--- config.mk ---
export PLATFORM = sky130hd
export DESIGN_NAME = dft_scheduler
export DESIGN_NICKNAME = d
export VERILOG_FILES = /design/src/rtl/fft_pkg.sv /design/src/rtl/wb_delay_line.sv /design/src/rtl/dft_scheduler.sv
export SDC_FILE = /design/constraint.sdc
export NUM_CORES = 1
export LEC_CHECK = 0
export ABC_AREA = 1
export CAP_MARGIN = 20
export CORE_UTILIZATION = 50
export DETAILED_ROUTE_END_ITERATION = 10
export GPL_TIMING_DRIVEN = 1
export MAX_ROUTING_LAYER = met4
export PLACE_DENSITY = 0.83
export REMOVE_ABC_BUFFERS = 1
export SYNTH_ARGS = -nofsm -noshare
export SYNTH_HDL_FRONTEND = slang
export SYNTH_SLANG_ARGS = --single-unit
--- constraint.sdc ---
create_clock -name clk -period 3.3 [get_ports clk]
set_input_delay 0.33 -clock clk [delete_from_list [all_inputs] [get_ports clk]]
set_output_delay 0.33 -clock clk [all_outputs]
set_load 0.05 [all_outputs]
--- src/rtl/fft_pkg.sv ---
// Shared types and defaults for the DFT sequencing logic.
package fft_pkg;

    localparam int ADDR_W_DEF = 12;

    typedef enum logic [2:0] {
        S_IDLE,
        S_WAIT_DATA,
        S_LOAD,
        S_COMPUTE,
        S_DRAIN,
        S_DONE
    } state_t;

endpackage

--- src/rtl/wb_delay_line.sv ---
// Valid+address shift register that aligns result writes with the accumulator latency.
module wb_delay_line #(
    parameter int DEPTH  = 2,
    parameter int ADDR_W = 12
) (
    input  logic              clk,
    input  logic              rst,
    input  logic              flush,
    input  logic              in_valid,
    input  logic [ADDR_W-1:0] in_addr,
    output logic              out_valid,
    output logic [ADDR_W-1:0] out_addr
);

    logic              valid_q [DEPTH];
    logic              valid_d [DEPTH];
    logic [ADDR_W-1:0] addr_q  [DEPTH];
    logic [ADDR_W-1:0] addr_d  [DEPTH];

    generate
        for (genvar gi = 0; gi < DEPTH; gi++) begin : g_stage
            if (gi == 0) begin : g_head
                // Address is zeroed when not valid so res_addr idles at 0.
                assign valid_d[gi] = in_valid;
                assign addr_d[gi]  = in_valid ? in_addr : '0;
            end else begin : g_tail
                assign valid_d[gi] = valid_q[gi-1];
                assign addr_d[gi]  = addr_q[gi-1];
            end
        end
    endgenerate

    always_ff @(posedge clk) begin
        if (rst || flush) begin
            for (int i = 0; i < DEPTH; i++) begin
                valid_q[i] <= 1'b0;
                addr_q[i]  <= '0;
            end
        end else begin
            for (int i = 0; i < DEPTH; i++) begin
                valid_q[i] <= valid_d[i];
                addr_q[i]  <= addr_d[i];
            end
        end
    end

    assign out_valid = valid_q[DEPTH-1];
    assign out_addr  = addr_q[DEPTH-1];

endmodule

--- src/rtl/dft_scheduler.sv ---
// Sequencer for a direct DFT: RAM load into cache, N*N MAC sweep, delayed result writes.
module dft_scheduler
    import fft_pkg::*;
#(
    parameter int ADDR_W   = ADDR_W_DEF,
    parameter int PIPE_LAT = 2
) (
    input  logic              clk,
    input  logic              rst,
    input  logic              start,
    input  logic              mac_en,
    input  logic [ADDR_W-1:0] samp_num,
    input  logic              data_loaded,
    output logic              load_nCompute,
    output logic [ADDR_W-1:0] n_index,
    output logic [ADDR_W-1:0] k_index,
    output logic              cache_we,
    output logic              acc_ce,
    output logic              acc_first,
    output logic              res_we,
    output logic [ADDR_W-1:0] res_addr,
    output logic              busy,
    output logic              done,
    output logic              err
);

    state_t            state_q, state_d;
    logic [ADDR_W-1:0] n_q, n_d;
    logic [ADDR_W-1:0] k_q, k_d;
    logic [ADDR_W-1:0] len_q, len_d;
    logic [3:0]        drain_q, drain_d;
    logic              err_q, err_d;
    logic              last_n, last_k, abort;

    assign last_n = (n_q == len_q - ADDR_W'(1));
    assign last_k = (k_q == len_q - ADDR_W'(1));
    assign abort  = (state_q != S_IDLE) && !mac_en;

    always_comb begin
        state_d = state_q;
        n_d     = n_q;
        k_d     = k_q;
        len_d   = len_q;
        drain_d = drain_q;
        err_d   = 1'b0;
        case (state_q)
            S_IDLE: begin
                if (start) begin
                    if (samp_num < ADDR_W'(2)) begin
                        err_d = 1'b1;
                    end else if (mac_en) begin
                        len_d   = samp_num;
                        n_d     = '0;
                        k_d     = '0;
                        state_d = S_WAIT_DATA;
                    end
                end
            end
            S_WAIT_DATA: begin
                if (data_loaded) begin
                    n_d     = '0;
                    state_d = S_LOAD;
                end
            end
            S_LOAD: begin
                if (last_n) begin
                    n_d     = '0;
                    k_d     = '0;
                    state_d = S_COMPUTE;
                end else begin
                    n_d = n_q + ADDR_W'(1);
                end
            end
            S_COMPUTE: begin
                if (last_n) begin
                    n_d = '0;
                    if (last_k) begin
                        k_d     = '0;
                        drain_d = '0;
                        state_d = S_DRAIN;
                    end else begin
                        k_d = k_q + ADDR_W'(1);
                    end
                end else begin
                    n_d = n_q + ADDR_W'(1);
                end
            end
            S_DRAIN: begin
                // Hold off done until the last bin's write has left the delay line.
                if (drain_q == 4'(PIPE_LAT - 1)) begin
                    state_d = S_DONE;
                end else begin
                    drain_d = drain_q + 4'd1;
                end
            end
            S_DONE:  state_d = S_IDLE;
            default: state_d = S_IDLE;
        endcase
        if (abort) begin
            state_d = S_IDLE;
            n_d     = '0;
            k_d     = '0;
        end
    end

    always_ff @(posedge clk) begin
        if (rst) begin
            state_q <= S_IDLE;
            n_q     <= '0;
            k_q     <= '0;
            len_q   <= '0;
            drain_q <= '0;
            err_q   <= 1'b0;
        end else begin
            state_q <= state_d;
            n_q     <= n_d;
            k_q     <= k_d;
            len_q   <= len_d;
            drain_q <= drain_d;
            err_q   <= err_d;
        end
    end

    wb_delay_line #(
        .DEPTH  (PIPE_LAT),
        .ADDR_W (ADDR_W)
    ) u_wb_delay_line (
        .clk       (clk),
        .rst       (rst),
        .flush     (abort),
        .in_valid  (acc_ce && last_n),
        .in_addr   (k_q),
        .out_valid (res_we),
        .out_addr  (res_addr)
    );

    assign load_nCompute = (state_q == S_IDLE) || (state_q == S_WAIT_DATA) || (state_q == S_LOAD);
    assign cache_we      = (state_q == S_LOAD);
    assign acc_ce        = (state_q == S_COMPUTE);
    assign acc_first     = acc_ce && (n_q == '0);
    assign busy          = (state_q != S_IDLE);
    assign done          = (state_q == S_DONE);
    assign err           = err_q;
    assign n_index       = n_q;
    assign k_index       = k_q;

endmodule
==> summary.md, run 1 <==
| Metric | Value |
|---|---|
| Status | finished clean |
| Power Dens Cells | 831 nW/um^2 |
| Clock sink total | 70 |
| Worst setup path class | flip-flop to flip-flop |
| Num CTS Buffers | 9 |
| Ant diodes | 0 |
| Hold path cells | 2 |
| Post-place setup slack | 586 ps |
| Slew @ Worst Pin | 688 ps |
| Commonest non-fill, non-tap cells in the layout | nand2_1, nor2_1, inv_1, nand3_1, dfxtp_1 |
| MaxCap Viol Count | 0 |
| Sw frac | 51.2% |
| Pwr Total | 4.06 mW |
| Commonest non-fill, non-tap cell in the layout | nand2_1 |
| NumNets Final | 701 |
| Setup crit end kind | flip-flop |
| Detail Route Antenna Nets | 0 |
| Synthesized area per cell | 6.48 sq um |
| Root Buffer | clkbuf_8 |
| Hold Crit Start | u_wb_delay_line.addr_q[0][6] |
| EDFF count, synth | 0 |
| Fill cell count | 777 |
| Row count | 32 |
| Total grt overflow | 0 |
| Routed vias/inst | 5.31 |
| Worst vdd ir | 0.629 mV |
| Setup-failing EPs final | 0 |
| CP Data Required Time | 3540 ps |
| Final worst path period need | 2820 ps |
| Core area | 7690 sq um |
| DR vias | 4,165 |
| Initial antenna violation count | 0 |
| Clk pin slew, worst setup/hold paths | 80 ps |
| Clock Path Buffers | 2 |
| Initial core utilization | 51.6% |
| Fmax | 354 MHz |
| Synth cell types | 34 |
| Post-synth ARST share | 0% |
| Seq pwr share | 27.4% |
| Start of the worst register-to-register path | len_q[0] |
| Worst min-delay path class | flip-flop to flip-flop |
| RePlAce Congestion | 0.948 |
| Largest net degree at the start of global routing | 24 |
| Worst-path maximum fanout | 11 |
| WL/cell | 15.4 um |
| Post-cts sizing count | 0 |
| Mapped Area | 3970 sq um |
| Worst Slack Setup Final | 478 ps |
| WHS Endpoint | u_wb_delay_line.addr_q[0][18] |
| Total Die Area | 8300 sq um |
| Die Width | 91.1 um |
| Area Overhead vs Synth | 23.1% |
| Sequential-to-total area share from yosys stat | 35.3% |
| Final worst path period share | 85.5% |
| Synth warnings | 0 |
| Worst reg2reg setup slack | 480 ps |
| Clock Power Share | 17.5% |
| CP startpoint kind | flip-flop |
| TritonCTS clock tree | built |
| Die Ht | 91.1 um |
| Post-synthesis instance total | 612 |
| Setup Skew | 12.2 ps |
| Prevailing post-synth register cell | dfxtp_1 |
| CTS Hold Buffers Added | 0 |
| Logic pwr share | 55.1% |
| CP arrival | 3070 ps |
| Psw | 2.08 mW |
| CTS HTree Levels | 3 |
| Initial drt markers | 202 |
| Vias in the first global route | 3,901 |
| Share of layout cells above drive strength 1 | 7.91% |
| Total Routing Usage GR | 31.1% |
| Dpl hpwl | 9560 um |
| Final Hold Viols | 0 |
| First-pass GRT wire length | 19,400 um |
| P_leak | 2.01 nW |
| # Post-CTS Setup Buffers | 0 |
| R2R cell count | 15 |
| Int Power | 1.98 mW |
| I/O pins | 61 |
| Max-slew violations | 0 |
| RSZ-0062 raised after global routing | no |
| Reg-to-reg endpoint | drain_q[2] |
| Total iterations of the first detailed-routing run | 5 |
| Port bufs | 60 |
| Total Wirelength | 12,100 um |
| DR DRC count | 0 |
| Synthesized flop and latch total | 70 |
| Setup total negative slack | 0 ps |
| Later-pin clock latency in the skew report | 350 ps |
| Relative slew slack | 53.8% |
[worst max-delay path, cell delays in order (launching register included)]
cell and delay [ps]:
dfxtp_1 330, inv_2 140, ha_1 290, nand2_2 140, nor2_1 230, nand2_1 110, nand2_1 120, nand3_1 80
nand2_1 90, nand2_1 50, nor2_1 90, nand3_1 200, nand2_1 400, nand3_1 240, nand2_1 130, a21oi_1 60
[how the worst max path moves through the flow]
stage          startpoint          to  slack (ps)  cells past startpoint
3_5_place_dp     len_q[0]  drain_q[2]         590                     15
2_1_floorplan  state_q[0]   acc_first         420                      4
4_1_cts          len_q[0]  drain_q[1]         570                     16
3_3_place_gp     len_q[0]  drain_q[1]         670                     16
5_1_grt          len_q[0]  drain_q[3]         180                     15
6_report         len_q[0]  drain_q[2]         480                     15
[cell usage after synthesis, types with 8 or more instances]
cell type  count  share of area, %
xor2_1        12               2.6
nand3_1       72               9.1
a211oi_1      11               2.1
nor2_1       113                11
nand4_1       12               1.9
nor3_1        15               1.9
dfxtp_1       70                35
inv_1         82               7.8
a21oi_1       20               2.5
o21ai_0       11               1.4
nand2_1      135                13
clkbuf_1       8              0.76
[per-stage QoR]
| stage | utilization, % | hold WS (ps) | cell area, sq um | std cells |
|---|---|---|---|---|
| 2_1_floorplan | - | 394 | 3920 | 602 |
| 4_1_cts | 63.5 | 411 | 4880 | 785 |
| 5_1_grt | 63.5 | 424 | 4880 | 785 |
| 6_report | 63.5 | 410 | 4880 | 785 |
| 3_5_place_dp | 60.9 | 398 | 4680 | 769 |
| 3_3_place_gp | 60.9 | 396 | 4680 | 769 |
[final cells by class]
| type | count | area (sq um) | share of cell area (%) |
|---|---|---|---|
| Multi-Input combinational cell | 446 | 2190 | 45.0 |
| Tap cell | 102 | 128 | 2.61 |
| Inverter | 86 | 323 | 6.61 |
| Timing Repair Buffer | 65 | 638 | 13.1 |
| Clock inverter | 6 | 70.1 | 1.44 |
| Sequential cell | 70 | 1400 | 28.7 |
| Clock buffer | 10 | 128 | 2.61 |
[kinds of logic (layout without fill, tap and decap cells)]
| group | after synthesis | after routing | share of synthesized area [%] |
|---|---|---|---|
| xor+xnor | 14 | 14 | 3.09 |
| fa+ha+maj | 6 | 6 | 1.89 |
| simple gates | 377 | 377 | 42.6 |
| flops | 70 | 70 | 35.3 |
| buf+inv | 96 | 167 | 9.37 |
| compound gates | 49 | 49 | 7.70 |
[flip-flops by register name (all words and copies together), names as in the netlist]
name	cells
len_q	12
k_index	12
state_q	3
u_wb_delay_line.valid_q	2
n_index	12
u_wb_delay_line.addr_q	24
err	1
drain_q	4
[power by group through the flow]
stage | Clock (mW) | Sequential [mW] | Combinational, mW
3_5_place_dp | 0 | 1.13 | 2.20
6_report | 0.711 | 1.11 | 2.23
4_1_cts | 0.718 | 1.11 | 2.21
3_3_place_gp | 0 | 1.13 | 2.17
5_1_grt | 0.750 | 1.12 | 2.47
2_1_floorplan | 0 | 1.27 | 1.40
[layer usage]
layer	up-vias	track usage (%)	share of wire, %
li1	2094	-	-
met1	1894	38.6	44
met2	157	51.8	48
met3	20	4.36	6.4
met4	0	10.6	2.3
met5	-	-	0
(Power assumes the default switching activity.)
==> run 2, diff against run 1 <==
--- a/config.mk
+++ b/config.mk
@@ -12,7 +12,7 @@
 export GPL_TIMING_DRIVEN = 1
 export MAX_ROUTING_LAYER = met4
 export PLACE_DENSITY = 0.83
-export REMOVE_ABC_BUFFERS = 1
+export SETUP_SLACK_MARGIN = 0.1
 export SYNTH_ARGS = -nofsm -noshare
 export SYNTH_HDL_FRONTEND = slang
 export SYNTH_SLANG_ARGS = --single-unit
==> summary.md, run 2 (same netlist as run 1, synthesis figures left out) <==
| Metric | Value |
|---|---|
| Worst min-delay path class | flip-flop to flip-flop |
| DR DRC count | 0 (unchanged) |
| Worst-path maximum fanout | 11 (unchanged) |
| CTS HTree Levels | 3 (unchanged) |
| First-pass GRT wire length | 18,800 um (-2.7%) |
| Initial drt markers | 260 (+29%) |
| Ant diodes | 0 (unchanged) |
| Relative slew slack | 55.7% (+1.9 points) |
| P_leak | 2.03 nW (+0.92%) |
| Commonest non-fill, non-tap cell in the layout | nand2_1 |
| Post-place setup slack | 600 ps (+13.7 ps) |
| Port bufs | 60 (unchanged) |
| Routed vias/inst | 5.32 (+0.18%) |
| Final worst path period need | 2720 ps (-103 ps) |
| RePlAce Congestion | 1.03 (+8.4%) |
| WL/cell | 15.1 um (-2.0%) |
| Num CTS Buffers | 9 (unchanged) |
| Worst vdd ir | 0.623 mV (-1.0%) |
| Final Non-Filler Cells | 784 (-0.13%) |
| Family with the most delay on the worst path | simple AND/OR/NAND/NOR gates |
| Total Wirelength | 11,800 um (-2.1%) |
| Pwr Total | 4.14 mW (+2.2%) |
| Setup Skew | 15.8 ps (+3.61 ps) |
| Max-slew violations | 0 (unchanged) |
| Synthesized net count | 635 |
| Post-cts sizing count | 0 (unchanged) |
| Total Routing Usage GR | 30.2% (-0.89 points) |
| DR vias | 4,167 (+0.048%) |
| Slew @ Worst Pin | 660 ps (-28.1 ps) |
| Crit path buf inv count | 1 (unchanged) |
| Vias in the first global route | 3,893 (-0.21%) |
| Clk pin slew, worst setup/hold paths | 80 ps (about the same) |
| Detail Route Antenna Nets | 0 (unchanged) |
| CP Data Required Time | 3600 ps (+60 ps) |
| Total iterations of the first detailed-routing run | 5 (unchanged) |
| Total grt overflow | 0 (unchanged) |
| Status | finished clean |
| Setup-failing EPs final | 0 (unchanged) |
| Total Die Area | 8300 sq um (unchanged) |
| GR peak layer | met2 |
| Grt met2 use | 49.8% (-2.0 points) |
| Clock sink total | 70 (unchanged) |
| Worst Slack Setup Final | 581 ps (+103 ps) |
| NumNets Final | 700 (-0.14%) |
| Post-Place Cells | 768 (-0.13%) |
| CP startpoint kind | flip-flop |
| Power Dens Cells | 844 nW/um^2 (+1.7%) |
| Clock Path Buffers | 2 (unchanged) |
| I/O pins | 61 (unchanged) |
| Max reg flops | 24 (unchanged) |
| Final worst path period share | 82.4% (-3.1 points) |
| Commonest non-fill, non-tap cells in the layout | nand2_1, nor2_1, inv_1, nand3_1, dfxtp_1 |
| Initial antenna violation count | 0 (unchanged) |
| Area Overhead vs Synth | 23.7% |
| Root Buffer | clkbuf_8 |
| M1 GR Usage | 37.4% (-1.2 points) |
| Core area | 7690 sq um (unchanged) |
| Setup total negative slack | 0 ps (unchanged) |
| Later-pin clock latency in the skew report | 370 ps (+20 ps) |
| TritonCTS clock tree | built |
| # Post-CTS Setup Buffers | 0 (unchanged) |
| Share of layout cells above drive strength 1 | 7.92% (+0.012 points) |
| Largest net degree at the start of global routing | 24 (unchanged) |
| RSZ-0062 raised after global routing | no |
| Row count | 32 (unchanged) |
| CP max-delay cell | nand2_1 |
| Setup crit end kind | flip-flop |
| CP arrival | 3020 ps (-50 ps) |
| Fill cell count | 733 (-5.7%) |
| Biggest register | u_wb_delay_line.addr_q |
| Met3 Resource Use GR | 5.03% (+0.67 points) |
| Dpl hpwl | 9260 um (-3.1%) |
| Delay of the slowest cell on the worst path | 370 ps (-30 ps) |
| Die Width | 91.1 um (unchanged) |
| Die Ht | 91.1 um (unchanged) |
| Register area | 1400 sq um (unchanged) |
| Worst setup path class | flip-flop to flip-flop |
| Worst-path cell chain | inv_2, ha_1, nand2_2, nor2_1, nand2_1, nand2_1, nand3_1, nand2_1, nand2_1, nor2_1, nand3_1, nand2_1, nand3_1, nand2_1, nand2_1, nor2_1 |
| Most frequent CP cell | nand2_1 |
| CTS Hold Buffers Added | 0 (unchanged) |
| Final Hold Viols | 0 (unchanged) |
| Initial core utilization | 51.6% (unchanged) |
| MaxCap Viol Count | 0 (unchanged) |
| Area of the multi-input gates | 2190 sq um (unchanged) |
| Fmax | 368 MHz (+3.8%) |
[run 2: cell count changes in the layout (fill, tap and decap cells not counted)]
cell / change
bufinv_16: +1
buf_4: -1
clkbuf_1: -1
inv_6: +1
inv_8: +1
clkinvlp_4: -2
[run 2: final timing paths]
kind,start,slack (ps),depth (start not counted),endpoint
worst max-delay path,len_q[0],580,16,drain_q[1]
worst max register to register,len_q[0],580,16,drain_q[1]
worst min-delay path,u_wb_delay_line.valid_q[0][0],410,2,u_wb_delay_line.valid_q[0][1]
worst min register to register,u_wb_delay_line.valid_q[0][0],410,2,u_wb_delay_line.valid_q[0][1]
[run 2: power by group]
part	leakage, nW	switching (mW)	internal [mW]
registers	0.567	0.168	0.948
logic	1.35	1.55	0.662
clock network	0.112	0.377	0.437
[run 2: cell type report]
type                       count  share of cell area, %
clock buffer                   9                   2.52
clock inverter                 7                   2.14
inverter                      86                   6.58
multi-input combinational    446                   44.7
sequential                    70                   28.6
tap                          102                   2.60
timing repair buffer          64                   12.9
[run 2: worst register-to-register path, delay by kind of cell, from the launching register on]
family | cells | cell delay (ps)
adders and majority gates | 1 | 290
and+or+nand+nor | 14 | 1920
DFF | 1 | 340
buffers and inverters | 1 | 130
[run 2: stage by stage]
stage / hold WS (ps) / instance area [sq um] / utilization, %
2_1_floorplan: 394 / 3970 / -
3_3_place_gp: 395 / 4680 / 60.8
3_5_place_dp: 398 / 4680 / 60.8
4_1_cts: 410 / 4910 / 63.8
5_1_grt: 419 / 4910 / 63.8
6_report: 408 / 4910 / 63.8
[run 2: routing by layer]
layer	wire [um]	vias up
li1	-	2081
met1	5200	1889
met2	5540	172
met3	841	25
met4	227	0
met5	0	-
==> variant, RTL diff (flow settings as in run 2) <==
The output `err` loses its register stage (`err_q` becomes a continuous assignment).
--- a/src/rtl/dft_scheduler.sv
+++ b/src/rtl/dft_scheduler.sv
@@ -110,16 +110,16 @@
             k_q     <= '0;
             len_q   <= '0;
             drain_q <= '0;
-            err_q   <= 1'b0;
         end else begin
             state_q <= state_d;
             n_q     <= n_d;
             k_q     <= k_d;
             len_q   <= len_d;
             drain_q <= drain_d;
-            err_q   <= err_d;
         end
     end
+
+    assign err_q = err_d;
 
     wb_delay_line #(
         .DEPTH  (PIPE_LAT),
Function: changed (Yosys sat finds a counterexample within 4 cycles, from zero or initial values and one cycle with rst high).
==> variant against run 2 <==
Power shrank 6.7%; first-iteration DRC count fell by 17%; setup slack worse by 0.22 ns; sequential cell count is 1 lower; synthesized area fell by 6.7%; routed wire length fell by 14%; final area down 5.6%; critical endpoint is now acc_first; cell count is 6.4% lower.
==> variant: results (changes against run 2) <==
Run status
  – Status: finished, final reports clean

Synthesis
  – Synthesized-area fraction occupied by ao, oa, aoi and oai cells: 0.0686 (-0.00834)
  – Post-synthesis net count: 590 (-7.1%)
  – Post-synth top cells: sky130_fd_sc_hd__nand2_1 (130), sky130_fd_sc_hd__nor2_1 (87), sky130_fd_sc_hd__inv_1 (81)
  – Sequential area share after synthesis: 0.373 (+0.0199)
  – Netlist cell types: 31 (-8.8%)
  – Synthesis warning total: 0 (unchanged)
  – Synth top area cells: sky130_fd_sc_hd__dfxtp_1 (37%), sky130_fd_sc_hd__nand2_1 (13%), sky130_fd_sc_hd__nand3_1 (9.2%)
  – Share of the synthesized netlist area taken by xor and xnor gates: 0.0189 (-0.0120)
  – Adder and majority cell fraction of the synthesized area: 0.0203 (+0.00136)
  – Synthesized area per cell: 6.53 µm² (+0.72%)

Global route
  – Via count of the first global-routing pass: 3407 (-12%)
  – Global-route total usage across every layer: 0.283 (-0.0194)
  – Global-route wire length before repair: 16.0 mm (-15%)
  – Maximum number of pins on one net before global-route repair: 18 (-25%)

Route
  – Via count: 3856 (-7.5%)
  – Iter 0 DRT Violations: 217 (-17%)
  – Detailed-route wire length per cell: 13.9 µm (-7.9%)
  – Number of detailed-route iterations in the first pass: 5 (unchanged)

Worst setup path
  – Crit-path max cell delay: 0.87 ns (+0.50 ns)
  – Top cell family by delay on the critical path: buffers and inverters
  – Capture instance of the worst register-to-register path: k_index[7]
  – Critical path data arrival time: 2.61 ns (-0.41 ns)
  – Worst-path maximum fanout: 6 (-5)
  – Reg2Reg Depth: 15 (-1)
  – Launch point of the worst path: state_q[0]
  – Cell at the slowest stage of the critical path: sky130_fd_sc_hd__clkdlybuf4s50_1
  – R2R Path Start: len_q[0]
  – Worst setup path endpoint: acc_first
  – Slack of the worst reg-to-reg path: 0.76 ns (+0.18 ns)

Layout
  – Final Instance Count excl. Fillers: 734 (-6.4%)
  – Number of nets in the layout: 654 (-6.6%)
  – Proportion of layout cells with a drive suffix above 1: 0.0677 (-0.0115)
  – Area of the multi-input gates: 0.00194 mm² (-12%)
  – Fill cell total of the finished layout: 680 (-7.2%)
  – Ant diodes: 0 (unchanged)

Timing
  – Worst relative slew slack: 0.639 (+0.0817)
  – Time the final worst path needs with I/O delays and setup: 2.94 ns (+0.223 ns)
  – Setup Skew: 0.0124 ns (-0.00346 ns)
  – Hold slack: 0.395 ns (-0.0123 ns)

Placement
  – HPWL reported at the end of detailed placement: 8.00 mm (-14%)
  – Inst Count DP: 719 (-6.4%)
  – Standard cell area after detailed placement: 0.00439 mm² (-6.1%)
  – Routability congestion estimate from global placement: 0.995 (-3.2%)
  – Dpl ws: 0.576 ns (-0.0236 ns)

Pwr
  – Peak VDD IR: 0.462 mV (-26%)
  – Reported leakage power: 0.00193 µW (-4.8%)
  – Power Internal: 2040 µW (-0.51%)

Hold path
  – Startpoint of the most critical hold path: u_wb_delay_line.addr_q[0][3]
  – Endpoint of the worst hold-timing path: u_wb_delay_line.addr_q[0][15]

CTS
  – Clock latency on the worst-skew pair: 0.35 ns (-0.02 ns)
  – Htree depth: 3 (unchanged)
[variant: layout make-up]
cell class / instances / area share
multi-input combinational: 403 / 0.419
tap: 99 / 0.0268
timing repair buffer: 64 / 0.136
clock buffer: 9 / 0.0268
sequential: 69 / 0.298
inverter: 84 / 0.0681
clock inverter: 6 / 0.0243
[variant: layer usage]
layer	routed length [µm]	track usage	share of wire
met1	4440	0.339	0.44
met2	4790	0.462	0.47
met3	691	0.0509	0.068
met4	264	0.126	0.026
met5	0	-	0
[variant: power by group through the flow]
| stage | clock (µW) | sequential, µW | combinational (µW) |
|---|---|---|---|
| 2_1_floorplan | 0 | 1250 | 1270 |
| 3_3_place_gp | 0 | 1100 | 1890 |
| 3_5_place_dp | 0 | 1100 | 1910 |
| 4_1_cts | 843 | 1080 | 1920 |
| 5_1_grt | 878 | 1100 | 2160 |
| 6_report | 835 | 1090 | 1940 |
